--- config.mk ---
export PLATFORM = sky130hd
export DESIGN_NAME = riscv_irq_ctrl
export DESIGN_NICKNAME = d
export VERILOG_FILES = /design/src/rtl/riscv_irq_ctrl.sv
export SDC_FILE = /design/constraint.sdc
export NUM_CORES = 1
export LEC_CHECK = 0
export BUFFER_PORTS_ARGS = -buffer_cell sky130_fd_sc_hd__buf_2
export CAP_MARGIN = 15
export CORE_MARGIN = 2
export CORE_UTILIZATION = 30
export DETAILED_ROUTE_END_ITERATION = 12
export GPL_ROUTABILITY_DRIVEN = 1
export PLACE_DENSITY = 0.63
export SETUP_SLACK_MARGIN = 0.2
export SLEW_MARGIN = 10
export SYNTH_ARGS = -nofsm -noshare
export SYNTH_HDL_FRONTEND = slang
export SYNTH_SLANG_ARGS = --single-unit
--- constraint.sdc ---
create_clock -name clk -period 1.7 [get_ports clk]
set_clock_uncertainty 0.1 [all_clocks]
set_input_delay 0.255 -clock clk [delete_from_list [all_inputs] [get_ports clk]]
set_output_delay 0.255 -clock clk [all_outputs]
set_load 0.005 [all_outputs]
--- src/rtl/riscv_irq_ctrl.sv ---
// Edge-latching, fixed-priority interrupt controller for a single I_Req/IACK core handshake.
// MASK/PENDING/ID/EOI are memory-mapped in a 16-byte window on the core data port.
module riscv_irq_ctrl #(
  parameter int unsigned NUM_SRC   = 8,
  parameter logic [31:0] BASE_ADDR = 32'hFFFF_0000,
  parameter int unsigned ID_W      = 5
) (
  input  logic               clk,
  input  logic               reset,
  input  logic [NUM_SRC-1:0] irq_src,
  input  logic [31:0]        Data_addr,
  input  logic [31:0]        Wdata,
  input  logic [3:0]         we,
  output logic [31:0]        Rdata,
  output logic               sel,
  output logic               I_Req,
  input  logic               IACK,
  output logic [ID_W-1:0]    irq_id
);

  typedef enum logic [1:0] {
    IDLE = 2'd0,
    REQ  = 2'd1,
    SVC  = 2'd2
  } state_e;

  state_e             state_q;
  logic               ireq_q;
  logic [ID_W-1:0]    id_q;
  logic [NUM_SRC-1:0] mask_q, mask_d;
  logic [NUM_SRC-1:0] pend_q, pend_d;
  logic [NUM_SRC-1:0] prev_q;

  logic [31:0]        off_s;
  logic [31:0]        lane_s;
  logic               wr_s, wr_mask_s, wr_pend_s, wr_eoi_s;
  logic [NUM_SRC-1:0] rise_s, cand_s, id_oh_s, wbits_s;
  logic [ID_W-1:0]    win_s;
  logic               ack_s, hold_s;
  logic               unused_s;

  // Offset wraps below BASE_ADDR, so a single unsigned compare bounds the window.
  assign off_s     = Data_addr - BASE_ADDR;
  assign sel       = (off_s < 32'd16);
  assign lane_s    = {{8{we[3]}}, {8{we[2]}}, {8{we[1]}}, {8{we[0]}}};
  assign wr_s      = sel && (we != 4'd0);
  assign wr_mask_s = wr_s && (off_s[3:2] == 2'd0);
  assign wr_pend_s = wr_s && (off_s[3:2] == 2'd1);
  assign wr_eoi_s  = wr_s && (off_s[3:2] == 2'd3);
  assign wbits_s   = Wdata[NUM_SRC-1:0] & lane_s[NUM_SRC-1:0];

  assign rise_s    = irq_src & ~prev_q;
  assign cand_s    = pend_q & mask_q;
  assign id_oh_s   = NUM_SRC'(1) << id_q;
  assign ack_s     = (state_q == REQ) && IACK;
  assign hold_s    = |(cand_s & id_oh_s);

  assign I_Req     = ireq_q;
  assign irq_id    = id_q;
  assign unused_s  = ^{Wdata, lane_s};

  // Register read mux, side-effect free.
  always_comb begin
    Rdata = 32'd0;
    if (sel) begin
      case (off_s[3:2])
        2'd0:    Rdata = 32'(mask_q);
        2'd1:    Rdata = 32'(pend_q);
        2'd2:    Rdata = 32'({(state_q == SVC), id_q});
        default: Rdata = 32'd0;
      endcase
    end else begin
      Rdata = 32'd0;
    end
  end

  // Lowest set candidate index wins.
  always_comb begin
    win_s = {ID_W{1'b0}};
    for (int i = NUM_SRC - 1; i >= 0; i--) begin
      if (cand_s[i]) begin
        win_s = ID_W'(i);
      end else begin
        win_s = win_s;
      end
    end
  end

  // Next MASK/PENDING: new edges are OR-ed last so they beat W1C and ack-clear.
  always_comb begin
    mask_d = mask_q;
    pend_d = pend_q;
    if (wr_mask_s) begin
      mask_d = (mask_q & ~lane_s[NUM_SRC-1:0]) | wbits_s;
    end else begin
      mask_d = mask_q;
    end
    if (wr_pend_s) begin
      pend_d = pend_q & ~wbits_s;
    end else begin
      pend_d = pend_q;
    end
    if (ack_s) begin
      pend_d = pend_d & ~id_oh_s;
    end else begin
      pend_d = pend_d;
    end
    pend_d = pend_d | rise_s;
  end

  // Source history and software-visible registers.
  always_ff @(posedge clk or posedge reset) begin
    if (reset) begin
      prev_q <= {NUM_SRC{1'b0}};
      mask_q <= {NUM_SRC{1'b0}};
      pend_q <= {NUM_SRC{1'b0}};
    end else begin
      prev_q <= irq_src;
      mask_q <= mask_d;
      pend_q <= pend_d;
    end
  end

  // Request/service FSM; the ID is cleared whenever the FSM returns to IDLE.
  always_ff @(posedge clk or posedge reset) begin
    if (reset) begin
      state_q <= IDLE;
      ireq_q  <= 1'b0;
      id_q    <= {ID_W{1'b0}};
    end else begin
      case (state_q)
        IDLE: begin
          if (|cand_s) begin
            id_q    <= win_s;
            ireq_q  <= 1'b1;
            state_q <= REQ;
          end else begin
            ireq_q  <= 1'b0;
          end
        end
        REQ: begin
          if (IACK) begin
            ireq_q  <= 1'b0;
            state_q <= SVC;
          end else if (!hold_s) begin
            ireq_q  <= 1'b0;
            id_q    <= {ID_W{1'b0}};
            state_q <= IDLE;
          end else begin
            ireq_q  <= 1'b1;
          end
        end
        SVC: begin
          ireq_q <= 1'b0;
          if (wr_eoi_s) begin
            id_q    <= {ID_W{1'b0}};
            state_q <= IDLE;
          end else begin
            state_q <= SVC;
          end
        end
        default: begin
          ireq_q  <= 1'b0;
          id_q    <= {ID_W{1'b0}};
          state_q <= IDLE;
        end
      endcase
    end
  end

endmodule

* After elaboration in Yosys (flattened, before gate mapping) *
Index checks and enable logic that the tools add are counted.

word-level totals
  flip-flop bits (word level) = 32
  output and inout port bits = 39

operators by class
  add/sub/neg operators = 1
  order comparisons = 1
  equal/unequal tests = 10
  shift-type cells = 1
  mux-type cells = 26
  bitwise logic cells = 13
  reductions and logical operators = 12

operators by type and width
  operator                count
  $and 8x8->8             7
  $mux 5                  11
  $lt 32x5->1 const B     1
  $mux 32                 1
  $not 8->8               4
  $sub 32x32->32 const B  1
  $pmux 8 s3              1
  $mux 8                  2
  $or 8x8->8              2
  $reduce_or 8->1         2
  $pmux 5 s3              1
  $mux 2                  4
  $ne 2x2->1 const B      4
  $shl 1x5->8 const A     1
  $eq 2x2->1 const B      3
  $pmux 2 s3              1
  $logic_and 1x1->1       5
  $eq 2x1->1 const B      2
  $logic_not 2->1         2
  $reduce_and 4->1        1
  $reduce_bool 4->1       1
  $mux 1                  3
  $mux 3                  1
  $ne 3x3->1 const B      1
  2 further kinds         2

* Longest topological paths before layout *
  word-level depth = 11
  gate-level depth with buffers = 6
  depth with buffers taken out = 5

* Worst setup path before layout *
OpenSTA, ideal clock, no wires.

  kind = input port to flip-flop
  start point = in Data_addr[10]
  end point = reg with a tool-made name
  data arrival time = 1.641 ns
  data required time = 1.475 ns
  setup slack = -0.165 ns
  stages = 5
  path buffers = 0
  path through = nand4b_1 > nor4_4 > nand2_4 > nor3b_4 > mux2_2

RTL lines
  what             line  RTL
  start, declared  11    input logic [31:0] Data_addr,

* Worst setup path in the final report *
  start point = in Data_addr[10]
  end point = out Rdata[3]

on the way
  word-level cells in the longest chain between the ends = 3

ends and longest elaborated chain
  what            line  RTL
  $sub 32x32->32  43    assign off_s = Data_addr - BASE_ADDR;
  $lt 32x5->1     44    assign sel = (off_s < 32'd16);
  $mux 32         65    if (sel) begin
  end, declared   14    output logic [31:0] Rdata,

Every way passes these cells.

==> reports/results.ini <==
[run_status]
status = finished, violations left
violations = negative setup slack

[pwr]
ir_drop_uv = 435
p_total_w = 0.00157
p_leak_nw = 1.44
powerDensity_nw_per_um2 = 573

[routing]
ant_nets = 0
vias = 1777
drt-initial-drc-count = 32
wl_per_cell_microns = 13.0
avgViaCountPerCell = 4.73
route.detailed.drc = 0
drt-total-wl_microns = 4900
drt-pass1-iter-count = 4

[global_routing]
overflow = 0
antenna_found_initial = 0
grt_pass1_vias = 1745
grt_max_degree = 31
grt_pass1_wl_microns = 8110
grt_usage_pct = 14.5

[placement]
gp_congestion = 0.894
io_buffers = 65
place_area_sq_um = 2340
hpwl_microns = 3760

[die]
coreArea_sq_um = 5990
rows = 28
fp.dieH_microns = 83.0
dieArea_sq_um = 6880
io_pins = 118
initial_utilization_pct = 31.2
die_w_microns = 83.0

[sta]
hold_violations = 0
fin_hold_ws_ns = 0.0762
fin_tns_setup_ns = -1.20
setup_ws_ns = -0.103
maxSlewViolCount = 0
setup_violations = 16
period_share_pct = 106
grt_setup_unrepaired = yes
fmax_mhz = 555
finalWorstPathRequiredPeriod_ns = 1.80

[clocking]
path_clk_slew_ns = 0.06
cts_tree = yes
clk_latency_ns = 0.28
ctsLongestPathBuffers = 2
ctsHtreeMaxLevel = 2
cts_inserted_buffers = 5
cts_sinks = 30
root_buffer = clkbuf_8

[synth]
netlist_area_sq_um = 1870
syn_area_per_cell_sq_um = 9.35
ys.warnings.count = 0
synth-edff-count = 0
ys_seq_elements = 30
yosysSeqAreaShare_pct = 40.1
ys_types = 38
async_flop_share_pct = 100
ys_dominant_reg_cell = dfrtp_1
synthCells = 200

[layout]
nets = 379
final_common_cell = buf_2
finish.instance_area_sq_um = 2750
final_cell_mix = 63 x buf_2, 29 x dfrtp_1, 26 x conb_1
final_util_pct = 45.8
n_fill_cell = 615
area_delta_synth_final_pct = 46.8
diodes = 0
layout-drive-gt1-share_pct = 43.2

[worst_setup_path]
start_kind = input pin
cp-end-kind = output port
crit_chain = buf_6, nand4b_1, nor4_4, nand2_4, buf_8, nor3_4, buf_2
crit_path_top_delay_cell = nor4_4
worstSetupPathType = input pin to output port
cp.required_ns = 1.34
reg2reg_slack_ns = 0.03
crit_fanout = 5
crit_arrival_ns = 1.45
critPathMaxStageDelay_ns = 0.34

[worst_hold_path]
worst_hold_path_type = input pin to flip-flop

[run]
drv_cap = 0

[final cells by class]
cell class	instances	area, sq um	area share, %
well taps	75	93.8	3.42
repair buffers	99	663	24.1
clock buffers	8	110	4.01
inverters	12	50.0	1.82
multi-input cells	152	1080	39.2
flip-flops and latches	30	752	27.4
[worst max-delay path: cells and delay by family]
kind / cells / cell delay, ns
buf+inv: 3 / 0.40
simple gates: 4 / 0.80
[path summary, 6_finish.rpt]
| path | cells after the start | from | end |
|---|---|---|---|
| worst max-delay path | 7 | Data_addr[10] | Rdata[3] |
| worst min-delay path | 2 | IACK | state_q[0] |
| worst max register to register | 4 | irq_id[0] | I_Req |
| worst min register to register | 1 | prev_q[3] | pend_q[3] |
| max in group asynchronous | 4 | reset | irq_id[0] |
| min in group asynchronous | 4 | reset | prev_q[2] |
[cell usage after synthesis, types with 2 or more instances]
library cell   n  area, sq um
dfrtp_1       30          751
buf_4         26          195
o21ai_0       18         90.1
nand2_1       17         63.8
nor2_1        14         52.6
inv_1         12         45.0
a21o_1         8         60.1
mux2_2         8         90.1
mux2i_1        8         80.1
nor3_1         7         35.0
a21oi_1        6         30.0
nand3_1        5         25.0
nand4_1        4         25.0
o31ai_1        4         30.0
clkbuf_1       3         11.3
nand2b_1       3         18.8
nor4_1         3         18.8
buf_2          2         10.0
nand3b_1       2         15.0
nor2b_1        2         12.5
[metrics by stage]
stage          setup slack (ns)  std cells
4_1_cts                  -0.143        374
3_3_place_gp             -0.256        354
6_report                 -0.103        376
5_1_grt                  -0.185        376
2_1_floorplan            -0.165        225
3_5_place_dp             -0.257        354
[cell families after synthesis]
family | synth area share, %
buf+inv | 14.0
other cells | 0.200
flops | 40.1
mux | 10.3
simple gates | 21.0
compound gates | 14.4
[what timing repair did]
| item | 4_1_cts | 5_1_grt |
|---|---|---|
| setup endpoints to repair | 30 | 31 |
| gates cloned | 1 | 0 |
| endpoints found under the hold margin | 38 | 0 |
| hold buffers | 9 | 0 |
| pin swaps | 20 | 6 |
| setup buffers | 2 | 2 |
| resized for setup | 44 | 5 |
[where the power goes]
group / total, W / internal, W / switching (W)
combinational: 0.000181 / 0.0000868 / 0.0000938
sequential: 0.000729 / 0.000725 / 0.00000353
clock: 0.000665 / 0.000408 / 0.000257
total: 0.00157 / 0.00122 / 0.000355
[per-layer routing]
metal  vias up  global-route usage (%)  wire length, microns  share of wire [%]
li1        849                       -                     -                  -
met1       840                    17.6                  2100                 43
met2        81                    25.1                  2370                 48
met3         7                    3.98                   379                7.7
met4         0                    4.02                    59                1.2
met5         -                       0                     0                  0
(Power assumes the default switching activity.)
